**src/rtl/lcd_cmd_seq.sv**
```systemverilog
// Opcode FIFO and issue sequencer feeding the LCD image controller.
// Strobes one opcode at a time and tracks the controller's busy/done handshake.
module lcd_cmd_seq #(
    parameter int DEPTH       = 8,
    parameter int ACK_TIMEOUT = 4
) (
    input  logic                     clk,
    input  logic                     reset,
    input  logic [3:0]               host_cmd,
    input  logic                     host_valid,
    output logic                     host_ready,
    input  logic                     busy,
    input  logic                     done,
    output logic [3:0]               cmd,
    output logic                     cmd_valid,
    output logic [$clog2(DEPTH):0]   fifo_level,
    output logic [7:0]               issued_cnt,
    output logic                     bad_cmd,
    output logic                     ack_err,
    output logic                     seq_done
);

    localparam int AW = $clog2(DEPTH);
    localparam int TW = $clog2(ACK_TIMEOUT + 1);

    typedef enum logic [2:0] {
        IDLE,
        ISSUE,
        WAIT_ACK,
        WAIT_IDLE,
        WAIT_DONE,
        FINISH,
        ERROR
    } state_t;

    state_t        state, state_n;
    logic [3:0]    mem [DEPTH];
    logic [AW-1:0] wr_ptr, rd_ptr;
    logic [AW:0]   level;
    logic [TW-1:0] tmr, tmr_n;
    logic [3:0]    cmd_n;
    logic          cmd_valid_n;
    logic [7:0]    issued_n;
    logic          ack_err_n, seq_done_n;
    logic          full, empty, push, push_ok, pop;

    assign full    = (level == (AW+1)'(DEPTH));
    assign empty   = (level == '0);
    assign host_ready = !full && (state != WAIT_DONE)
                     && (state != FINISH) && (state != ERROR);
    assign push    = host_valid && host_ready;
    assign push_ok = push && (host_cmd < 4'hC);
    assign fifo_level = level;

    always_comb begin
        state_n     = state;
        pop         = 1'b0;
        tmr_n       = tmr;
        cmd_n       = cmd;
        cmd_valid_n = cmd_valid;
        issued_n    = issued_cnt;
        ack_err_n   = ack_err;
        seq_done_n  = seq_done;
        case (state)
            IDLE: begin
                if (!empty && !busy) begin
                    pop         = 1'b1;
                    cmd_n       = mem[rd_ptr];
                    cmd_valid_n = 1'b1;
                    state_n     = ISSUE;
                end
            end
            ISSUE: begin
                // cmd still holds the opcode being strobed this cycle
                cmd_n       = 4'h0;
                cmd_valid_n = 1'b0;
                tmr_n       = '0;
                if (issued_cnt != 8'hFF)
                    issued_n = issued_cnt + 8'd1;
                state_n = (cmd == 4'h0) ? WAIT_DONE : WAIT_ACK;
            end
            WAIT_ACK: begin
                if (busy) begin
                    state_n = WAIT_IDLE;
                end else begin
                    tmr_n = tmr + 1'b1;
                    if (tmr_n == TW'(ACK_TIMEOUT)) begin
                        state_n   = ERROR;
                        ack_err_n = 1'b1;
                    end
                end
            end
            WAIT_IDLE: begin
                if (!busy)
                    state_n = IDLE;
            end
            WAIT_DONE: begin
                if (done) begin
                    seq_done_n = 1'b1;
                    state_n    = FINISH;
                end
            end
            FINISH:  state_n = FINISH;
            ERROR:   state_n = ERROR;
            default: state_n = IDLE;
        endcase
    end

    always_ff @(posedge clk or negedge reset) begin
        if (!reset) begin
            state      <= IDLE;
            tmr        <= '0;
            cmd        <= 4'h0;
            cmd_valid  <= 1'b0;
            issued_cnt <= 8'd0;
            ack_err    <= 1'b0;
            seq_done   <= 1'b0;
        end else begin
            state      <= state_n;
            tmr        <= tmr_n;
            cmd        <= cmd_n;
            cmd_valid  <= cmd_valid_n;
            issued_cnt <= issued_n;
            ack_err    <= ack_err_n;
            seq_done   <= seq_done_n;
        end
    end

    always_ff @(posedge clk or negedge reset) begin
        if (!reset) begin
            wr_ptr  <= '0;
            rd_ptr  <= '0;
            level   <= '0;
            bad_cmd <= 1'b0;
        end else begin
            if (push_ok)
                wr_ptr <= wr_ptr + 1'b1;
            if (pop)
                rd_ptr <= rd_ptr + 1'b1;
            if (push_ok && !pop)
                level <= level + 1'b1;
            else if (!push_ok && pop)
                level <= level - 1'b1;
            if (push && !push_ok)
                bad_cmd <= 1'b1;
        end
    end

    // Storage needs no reset; pointers and level define validity.
    always_ff @(posedge clk) begin
        if (push_ok)
            mem[wr_ptr] <= host_cmd;
    end

endmodule

```
**config.mk**
```make
export PLATFORM = sky130hd
export DESIGN_NAME = lcd_cmd_seq
export DESIGN_NICKNAME = d
export VERILOG_FILES = /design/src/rtl/lcd_cmd_seq.sv
export SDC_FILE = /design/constraint.sdc
export NUM_CORES = 1
export LEC_CHECK = 0
export ABC_AREA = 1
export ABC_CLOCK_PERIOD_IN_PS = 3900
export CAP_MARGIN = 20
export CORE_ASPECT_RATIO = 1.4
export CORE_UTILIZATION = 40
export DETAILED_ROUTE_END_ITERATION = 10
export SLEW_MARGIN = 10
export SYNTH_ARGS = -nofsm -noshare
export SYNTH_HDL_FRONTEND = slang
export SYNTH_SLANG_ARGS = --single-unit
```
**constraint.sdc**
```tcl
create_clock -name clk -period 3.9 [get_ports clk]
set_input_delay 0.78 -clock clk [delete_from_list [all_inputs] [get_ports clk]]
set_output_delay 0.78 -clock clk [all_outputs]
set_load 0.01 [all_outputs]
```
# [Word level (Yosys, flattened, before mapping)]
# Memories as Yosys holds them, arrays and structs flattened.
# Index checks and enable logic that the tools add are counted.
[word_totals] register_bits=32 mem_bits_rw=32 inputBits=9 output_inout_bits=21 n_memories=1
[mem_list] memory="mem" words=8 width=4 read_ports=1 rd_clocked_by_memory_dff=0 wr=1 line_no="37" rtl="logic [3:0] mem [DEPTH];"
[classes] add_sub_neg=6 magnitude_cmp=1 n_eq_ne=17 mux=19 n_bitwise=1 n_reduce_logical=26
[ops] op="$mux W3" n=7
[ops] op="$pmux W3 S7" n=1
[ops] op="$eq A3 B3 Y1 const B" n=4
[ops] op="$mux W4" n=3
[ops] op="$ne A3 B3 Y1 const B" n=4
[ops] op="$add A3 B1 Y3 const B" n=3
[ops] op="$logic_and A1 B1 Y1" n=9
[ops] op="$add A8 B1 Y8 const B" n=1
[ops] op="$logic_not A4 Y1" n=2
[ops] op="$ne A2 B2 Y1 const B" n=4
[ops] op="$ne A8 B8 Y1 const B" n=1
[ops] op="$pmux W4 S2" n=1
[ops] op="$reduce_and A2 Y1" n=4
[ops] op="$eq A3 B2 Y1 const B" n=2
[ops] op="$pmux W3 S2" n=1
[ops] op="$reduce_bool A2 Y1" n=3
[ops] op="$logic_not A1 Y1" n=5
[ops] op="$mux W1" n=5
[ops] op="$add A4 B1 Y4 const B" n=1
[ops] op="$eq A4 B4 Y1 const B" n=1
[ops] op="$lt A4 B4 Y1 const B" n=1
[ops] op="$reduce_and A4 Y1" n=1
[ops] op="$sub A4 B1 Y4 const B" n=1
[ops] op="$eq A3 B1 Y1 const B" n=1
[ops] op="4 further kinds" n=4

# [Depth between registers and ports, before layout]
# Gate-level depths: netlist (run 1).
[logic_depth] word_depth=11 mapped_depth=13

# [Worst setup path after synthesis (run 1)]
# No wires, ideal clock.
[synth_timing] path_type="in2reg" startpoint="input busy" endpoint="register level[3] (netlist: fifo_level[3])" setup_time_ps=116 arrival_ps=2174 required_time_ps=3784 slack_ps=1609 stages=12 cell_sequence="inv_1 > nand2_1 > nor2_8 > inv_1 > ha_1 > inv_1 > ha_1 > a21oi_1 > nand2_1 > xor2_1 > nand2_1 > nand2_1"
[synth_between] elab_chain_cells=7 word_cells_on_any_way=9 classes_between="3 x mux; 6 x reduce/logical"
[synth_rtl] item="from (decl)" line_no="12" rtl="input logic busy,"
[synth_rtl] item="$logic_not A1 Y1 (*)"
[synth_rtl] item="$logic_and A1 B1 Y1 (*)" line_no="66" rtl="if (!empty && !busy) begin"
[synth_rtl] item="$mux W1 (*)" line_no="66"
[synth_rtl] item="$mux W1 (*)" line_no="64" rtl="case (state)"
[synth_rtl] item="$logic_not A1 Y1" line_no="140" rtl="if (push_ok && !pop)"
[synth_rtl] item="$logic_and A1 B1 Y1" line_no="140"
[synth_rtl] item="$mux W4 / $reduce_bool A2 Y1 (equally long branches)"
[synth_rtl] item="to (signal assigned)" line_no="141" rtl="level <= level + 1'b1;"
[synth_rtl] item="to (signal assigned)" line_no="143" rtl="level <= level - 1'b1;"
[synth_rtl] item="to (decl)" line_no="39" rtl="logic [AW:0] level;"
# Every way passes the cells marked *; elsewhere a longest branch is shown, timed or not.
# A chain may end at the register's enable or synchronous reset.

# [Final worst setup path (run 1)]
[layout_timing] startpoint="input host_cmd[3]" endpoint="register level[3] (netlist: fifo_level[3])"
[layout_between] elab_chain_cells=5 word_cells_on_any_way=7 classes_between="1 x order compare; 1 x mux; 5 x reduce/logical"
[layout_rtl] item="from (decl)" line_no="9" rtl="input logic [3:0] host_cmd,"
[layout_rtl] item="$lt A4 B4 Y1 (*)" line_no="52" rtl="assign push_ok = push && (host_cmd < 4'hC);"
[layout_rtl] item="$logic_and A1 B1 Y1 (*)" line_no="52"
[layout_rtl] item="net push_ok" line_no="45" rtl="logic full, empty, push, push_ok, pop;"
[layout_rtl] item="$logic_not A1 Y1" line_no="142" rtl="else if (!push_ok && pop)"
[layout_rtl] item="$logic_and A1 B1 Y1" line_no="142"
[layout_rtl] item="$reduce_bool A2 Y1 (no source line)"
# Mark *: on every way through the listed nets, which the timed path passes. The rest lies on a longest branch.

==> impl_metrics.ini, run 1 <==
[logic_synthesis]
syn_inst = 332
synth_edf_count = 32
yosys-top-cells-area = edfxtp_1 31%, dfrtp_1 26%, nand2_1 15%
synth-async-reset-ratio_pct = 50.0
yosysTopAreaCell = edfxtp_1
synth_top_cell_area_share_pct = 31.1
yosys-top-cells-count = 121 x nand2_1, 32 x dfrtp_1, 32 x edfxtp_1, 31 x nand3_1, 29 x inv_1
ys_types = 29
synth_flop_cell = edfxtp_1
synthMostInstantiatedCell = nand2_1
netlist_area_um2 = 3090
ys_ff_latch = 64
yosys_warnings = 0
syn_area_per_cell_um2 = 9.32
synth_nets = 350
yosysSeqAreaShare_pct = 57.0

[clocking]
cts_resized = 0
cts_hold_buf = 0
clock-sinks = 64
clkTransAtPathRegs_ns = 0.07
cts_setup_buffers = 0
h-tree-depth = 3
clk_latency_ns = 0.34
clockBufferDepth = 2
cts_tree = built
cts_buffers = 9
cts_root_buf = clkbuf_8

[critical_path]
end_kind = flip-flop
crit_path_frequent_cell = nand2_1
critPathSlowestCell = clkdlybuf4s50_1
cpPeakStageDelay_ns = 0.63
path_max_fanout = 9
cp_cell_sequence = clkdlybuf4s50_1 > nand2_1 > nand4_4 > clkinv_2 > ha_1 > inv_1 > ha_1 > a21oi_1 > nand2_1 > xor2_1 > nand2_1 > nand2_1
worst_ep_arrival_time_ns = 2.96
required_ns = 4.14
worstSetupPathType = input pin to flip-flop
crit_path_start_kind = input pin

[floorplan]
initial_core_util_pct = 41.8
rows = 37
die_y_um = 106
dieWidth_um = 76.3
dieArea_um2 = 8090
core_um2 = 7410
io_pins = 30

[final_layout]
syn_to_final_growth_pct = 20.1
n_fill_cell = 701
fin_cells = 470
nets = 386
finish.instance_area_um2 = 3720
drive_gt1_share_pct = 9.92
multi_input_area_um2 = 1180
seqCellArea_um2 = 1760
diodes = 0

[timing]
post-route-period-util_pct = 69.7
rsz0062_at_grt = false
drv_slew = 0
fin_tns_setup_ns = 0
tightest_slew_ns = 0.724
relSlewSlack_pct = 51.4
fmax_mhz = 368
setup_viol = 0
clock_skew_ns = 0.00682
hold_violations = 0
fin_hold_ws_ns = 0.473
period_minus_slack_ns = 2.72

[drt]
wl_mm = 6.00
drtPass1Iterations = 4
detail-route-antenna-nets = 0
dr.first_iter.drc_count = 97
drt-vias-per-instance = 4.83
wl_per_cell_um = 12.8
drc = 0
vias = 2272

[global_route]
grt_pass1_wl_mm = 10.1
globalRouteOverflowTotal = 0
grt_pass1_vias = 2167
antenna_found_initial = 0
grt_max_degree = 33
grtUsageTotal_pct = 16.5

[worst_hold_path]
hold_class = flip-flop to flip-flop

[place]
dp.cells = 454
globalplace.congestion = 0.822
port_buffers = 29
dpl_cell_area_um2 = 3490
dpl.hpwl_mm = 4.36

[power]
p_per_area_nw_per_um2 = 736
peakVddDrop_v = 0.000427
leakage_nw = 1.65

[flow_run]
drv_cap = 0

[outcome]
outcome = complete, no violations
[metal layers]
layer,vias to the layer above,wire (um),GRT usage [%]
met2,57,3120,28.8
met3,7,262,4.81
met1,1063,2510,18.0
li1,1145,-,-
met5,-,0,0
met4,0,101,8.79
[per-stage QoR]
step	total power [mW]	setup slack [ns]	utilization, %
2_1_floorplan	1.76	1.61	-
3_3_place_gp	2.10	0.904	47.1
3_5_place_dp	2.12	0.824	47.1
4_1_cts	2.76	1.19	50.2
5_1_grt	2.93	1.02	50.2
6_report	2.73	1.18	50.2
[final timing paths]
path,from,to,slack [ns],depth (start not counted)
worst min register to register,seq_done,seq_done,0.47,1
worst min-delay path,seq_done,seq_done,0.47,1
worst max register to register,state[1],fifo_level[3],1.59,12
max in group asynchronous,reset,tmr[1],2.75,2
worst max-delay path,host_cmd[3],fifo_level[3],1.18,12
min in group asynchronous,reset,issued_cnt[6],0.84,2
[cell usage in the layout, fill, tap and decap left out]
cell type        instances
a21oi_1                  2
a21oi_2                  1
a31o_2                   1
and2_1                   1
buf_4                    1
bufinv_16                2
clkbuf_8                10
clkdlybuf4s50_1         29
clkinv_2                 1
clkinv_4                 2
clkinvlp_4               2
dfrtp_1                 32
edfxtp_1                32
fa_1                     1
ha_1                     8
inv_1                   29
inv_2                    2
nand2_1                121
nand2_2                  2
nand2_4                  3
nand3_1                 31
nand3b_1                 3
nand4_4                  1
nor2_1                  19
nor2_2                   7
nor2_8                   1
nor3_1                   6
nor3_4                   1
o21ai_0                 11
o21bai_1                 2
xnor2_1                  5
xor2_1                   4
[worst max-delay path, delay by kind of cell]
kind / cells / cell delay [ns]
AO/OA/AOI/OAI: 1 / 0.13
adder cells (fa/ha/maj): 2 / 0.52
AND/OR/NAND/NOR: 5 / 0.52
XOR/XNOR: 1 / 0.15
buffers and inverters: 3 / 0.87
[power breakdown]
part	internal (mW)	switching, mW	total, mW
logic	0.442	0.591	1.03
clock network	0.379	0.263	0.642
registers	0.860	0.200	1.06
[sequential cells by signal, indices dropped and copies added, names as in the netlist, 3 cells and up]
register and count:
mem 32, issued_cnt 8, cmd 4, fifo_level 4, rd_ptr 3, state 3
tmr 3, wr_ptr 3
[logic make-up after synthesis]
family | count (synthesis) | synth area share (%)
xor+xnor | 9 | 2.55
simple gates | 196 | 28.7
fa+ha+maj | 9 | 3.88
compound gates | 17 | 3.16
flops | 64 | 57.0
buf+inv | 37 | 4.77
[cell type report]
cell class	count	area share [%]
flip-flops and latches	64	47.4
multi-input cells	231	31.9
repair buffers	30	8.01
clock buffers	10	3.70
inverters	32	3.27
well taps	97	3.27
clock inverters	6	2.49
No activity file was read; power rests on OpenSTA's default activity.
==> inputs of run 2 (changes only) <==
ABC_CLOCK_PERIOD_IN_PS = 2700   (was 3900)
clock period = 2.7 ns   (was 3.9 ns; I/O delays follow)
==> run 2 against run 1 <==
Setup slack got worse by 0.80 ns. Sequential power rose by 41%. Critical endpoint is now host_ready. Die area unchanged. Register-to-register slack got worse by 1.1 ns. Clock-buffer cell count rose by 2.
==> impl_metrics.ini, run 2 (synthesis gave the netlist of run 1 again) <==
[timing]
clock_skew_ns = 0.00871
setup_viol = 0
drv_slew = 0
finalWorstSetupSlack_ns = 0.377
relSlewSlack_pct = 60.8
hold_violations = 0
post-route-period-util_pct = 86.0
tightest_slew_ns = 0.584
fin_tns_setup_ns = 0
period_minus_slack_ns = 2.32
rsz0062_at_grt = false
fmax_mhz = 431

[clocking]
h-tree-depth = 3
cts_root_buf = clkbuf_8
clk_latency_ns = 0.33
clock-sinks = 64
cts_tree = built
clockBufferDepth = 2
cts_hold_buf = 0
cts_setup_buffers = 0
cts_resized = 0
clkTransAtPathRegs_ns = 0.07
cts_buffers = 9

[drt]
dr.first_iter.drc_count = 79
vias = 2272
drtPass1Iterations = 4
drt-vias-per-instance = 4.75
wl_per_cell_um = 12.2
drc = 0
detail-route-antenna-nets = 0
wl_mm = 5.84

[power]
power.switching_mw = 1.47
power_frac_comb_pct = 40.5
clockPowerShare_pct = 20.5
p_int_mw = 2.35
switching_share_pct = 38.4
share_seq_of_total_power_pct = 39.0
leakage_nw = 1.68
p_per_area_nw_per_um2 = 1020
peakVddDrop_v = 0.000524

[place]
dp.cells = 462
dpl_cell_area_um2 = 3550
dpl.hpwl_mm = 4.24
place_ws_ns = 0.112
port_buffers = 29
globalplace.congestion = 0.773

[global_route]
grtUsageTotal_pct = 16.5
grt_max_degree = 33
globalRouteOverflowTotal = 0
grt_pass1_vias = 2261
grt_pass1_wl_mm = 10.2
antenna_found_initial = 0

[floorplan]
dieWidth_um = 76.3
rows = 37
io_pins = 30
dieArea_um2 = 8090
die_y_um = 106
initial_core_util_pct = 41.8
core_um2 = 7410

[flow_run]
drv_cap = 0

[worst_hold_path]
hold_depth = 1
holdPathEnd = seq_done
worstHoldStart = seq_done
hold_class = flip-flop to flip-flop

[final_layout]
fin_cells = 478
finish.instance_area_um2 = 3730
final_common_cell = nand2_1
n_fill_cell = 716
top_register = mem
final_cell_mix = 121 x nand2_1, 32 x dfrtp_1, 32 x edfxtp_1
drive_gt1_share_pct = 11.0
syn_to_final_growth_pct = 20.8
nets = 394
largest_reg_flops = 32
diodes = 0
reg_top3 = mem x32, issued_cnt x8

[critical_path]
worstReg2RegEnd = fifo_level[3]
crit_path_start_kind = flip-flop
end_kind = primary output
reg2reg_depth = 12
path_max_fanout = 5
worstSetupPathType = flip-flop to primary output
rrSetupSlack_ns = 0.50
required_ns = 2.16
worst_ep_arrival_time_ns = 1.78
reg2reg_from = state[1]

[outcome]
outcome = complete, no violations
run 2: changes by cell type in the layout (fill, tap and decap cells not counted):
cell | previous run | this run
clkinv_2 | 1 | 3
clkinv_1 | 0 | 1
clkbuf_1 | 0 | 2
clkinvlp_4 | 2 | 0
buf_4 | 1 | 9
bufinv_16 | 2 | 1
clkinv_4 | 2 | 0
run 2: metal layers:
metal / track usage, % / vias up / wire, um
met2: 28.4 / 40 / 2980
li1: - / 1159 / -
met4: 8.79 / 0 / 152
met5: 0 / - / 0
met3: 3.95 / 9 / 176
met1: 18.8 / 1064 / 2530
run 2: power by group through the flow:
stage | registers [mW] | clock network, mW | logic, mW
2_1_floorplan | 1.47 | 0 | 1.06
3_3_place_gp | 1.51 | 0 | 1.54
3_5_place_dp | 1.51 | 0 | 1.56
4_1_cts | 1.49 | 0.804 | 1.57
5_1_grt | 1.53 | 0.841 | 1.77
6_report | 1.49 | 0.782 | 1.55
run 2: area by class of cell:
cell class	count	area, um2	share of cell area [%]
clock inverter	4	43.8	1.17
tap	97	121	3.25
clock buffer	12	145	3.89
inverter	32	121	3.25
multi-input combinational	231	1180	31.7
timing repair buffer	38	358	9.58
sequential	64	1760	47.2
run 2: critical path: stages (launching register included):
cell and delay, ns:
dfrtp_1 0.46, nor2_1 0.17, nand3_1 0.16, and2_1 0.19, clkdlybuf4s50_1 0.47
run 2: worst max path at each step:
stage / depth (start not counted) / slack (ns) / endpoint / from
finish: 4 / 0.38 / host_ready / fifo_level[0]
global route: 4 / 0.25 / host_ready / fifo_level[0]
CTS: 4 / 0.34 / host_ready / fifo_level[0]
detailed placement: 13 / 0.11 / fifo_level[3] / busy
global placement: 13 / 0.18 / fifo_level[3] / busy
floorplan: 12 / 0.61 / fifo_level[3] / fifo_level[0]
run 2: through the flow:
stage               power (mW)  hold slack [ns]  util (%)
CTS                       3.87            0.481      50.4
floorplan                 2.54            0.244         -
global placement          3.05            0.453      47.9
finish                    3.82            0.482      50.4
detailed placement        3.07            0.466      47.9
global route              4.15            0.497      50.4
==> inputs of run 3 (changes only) <==
CTS_BUF_LIST = sky130_fd_sc_hd__clkbuf_4   (was unset)
DONT_BUFFER_PORTS = 1   (was unset)
==> run 3 against run 2 <==
Die area is the same. Clock power shrank 35%. Via count shrank 5.9%. Global-route usage is essentially flat. Final area shrank 11%. Largest power group is now sequential cells.
==> impl_metrics.ini, run 3 (synthesis gave the netlist of run 1 again) <==
[clocking]
cts_tree = built
cts_buffers = 9
clkTransAtPathRegs_ns = 0.11
cts_setup_buffers = 0
clock-sinks = 64
clk_latency_ns = 0.41
cts_root_buf = clkbuf_4
h-tree-depth = 3
clockBufferDepth = 2

[floorplan]
dieArea_um2 = 8090
core_um2 = 7410
rows = 37
die_y_um = 106
dieWidth_um = 76.3
io_pins = 30
initial_core_util_pct = 41.8

[timing]
relSlewSlack_pct = 51.0
tightest_slew_ns = 0.730
finalWorstSetupSlack_ns = 0.411
rsz0062_at_grt = false
post-route-period-util_pct = 84.8
period_minus_slack_ns = 2.29
clock_skew_ns = 0.0161
fmax_mhz = 437
setup_viol = 0
hold_violations = 0
fin_tns_setup_ns = 0
drv_slew = 0

[critical_path]
required_ns = 3.00
reg2reg_from = state[1]
crit_path_start_kind = flip-flop
crit_end = fifo_level[3]
worstSetupPathType = flip-flop to flip-flop
worstReg2RegEnd = fifo_level[3]
startpoint = state[1]
worst_ep_arrival_time_ns = 2.59
rrSetupSlack_ns = 0.41
reg2reg_depth = 12
end_kind = flip-flop
path_max_fanout = 10

[power]
p_per_area_nw_per_um2 = 995
peakVddDrop_v = 0.000536
leakage_nw = 1.51

[final_layout]
fin_util_pct = 44.9
finish.instance_area_um2 = 3330
drive_gt1_share_pct = 10.1
final_cell_mix = 121 x nand2_1, 32 x dfrtp_1, 32 x edfxtp_1
largest_reg_flops = 32
top_register = mem
nets = 359
diodes = 0
final_common_cell = nand2_1
fin_cells = 443
n_fill_cell = 731
syn_to_final_growth_pct = 7.56
reg_top3 = mem x32, issued_cnt x8

[global_route]
grtUsageTotal_pct = 16.5
globalRouteOverflowTotal = 0
grt_pass1_wl_mm = 10.2
antenna_found_initial = 0
grt_pass1_vias = 2220
grt_max_degree = 33

[drt]
wl_mm = 5.92
drtPass1Iterations = 4
vias = 2137
detail-route-antenna-nets = 0
dr.first_iter.drc_count = 99
wl_per_cell_um = 13.4
drt-vias-per-instance = 4.82
drc = 0

[flow_run]
drv_cap = 0

[place]
dpl.hpwl_mm = 4.28
dpl_cell_area_um2 = 3200
globalplace.congestion = 0.839
place_ws_ns = 0.414
dp.cells = 425
port_buffers = 0

[worst_hold_path]
hold_class = input pin to flip-flop
worstHoldStart = host_cmd[2]

[outcome]
outcome = complete, no violations
-- run 3: per-layer routing --
metal  wire length (um)  share of wire, %  global-route usage, %  vias to the layer above
met4                100               1.7                   9.34                        0
li1                   -                 -                      -                     1089
met2               2990                50                   27.7                       38
met1               2560                43                   18.5                     1002
met5                  0                 0                      0                        -
met3                269               4.5                   4.89                        8
-- run 3: per-stage QoR --
| step | power (mW) | hold WS, ns |
|---|---|---|
| 2_1_floorplan | 2.54 | 0.244 |
| 3_3_place_gp | 2.80 | 0.246 |
| 3_5_place_dp | 2.83 | 0.246 |
| 4_1_cts | 3.36 | 0.190 |
| 5_1_grt | 3.62 | 0.181 |
| 6_report | 3.31 | 0.220 |
-- run 3: timing repair --
action / in CTS / in global routing
hold buffers: 2 / 0
hold endpoints to repair: 32 / 0
resized for setup: 0 / 0
-- run 3: worst max-delay path: stages, from the launching register on --
cell and delay, ns:
dfrtp_1 0.51, nor2_2 0.22, nand2_2 0.13, nor2_8 0.20, inv_1 0.09, ha_1 0.22, inv_1 0.12, ha_1 0.27
a21oi_1 0.13, nand2_1 0.07, xor2_1 0.14, nand2_1 0.06, nand2_1 0.04
-- run 3: area by class of cell --
class                      count  area [um2]  area share [%]
sequential                    64        1760            53.0
clock inverter                 6        26.3           0.790
tap                           97         121            3.65
timing repair buffer           3        37.5            1.13
clock buffer                  10        75.1            2.26
multi-input combinational    231        1180            35.6
inverter                      32         121            3.65
-- run 3: worst min-delay path by stage --
stage | depth (start not counted) | slack, ns | endpoint
after floorplan | 0 | 0.24 | ack_err
after global placement | 0 | 0.25 | rd_ptr[1]
after detailed placement | 0 | 0.25 | rd_ptr[2]
after CTS | 0 | 0.19 | mem[5][1]
after global routing | 0 | 0.18 | mem[1][2]
final | 0 | 0.22 | mem[0][2]
-- run 3: power breakdown --
part	internal (mW)	leakage (nW)	switching, mW
Sequential	1.24	0.690	0.305
Clock	0.186	0.0624	0.321
Combinational	0.459	0.760	0.800
Total	1.88	1.51	1.43
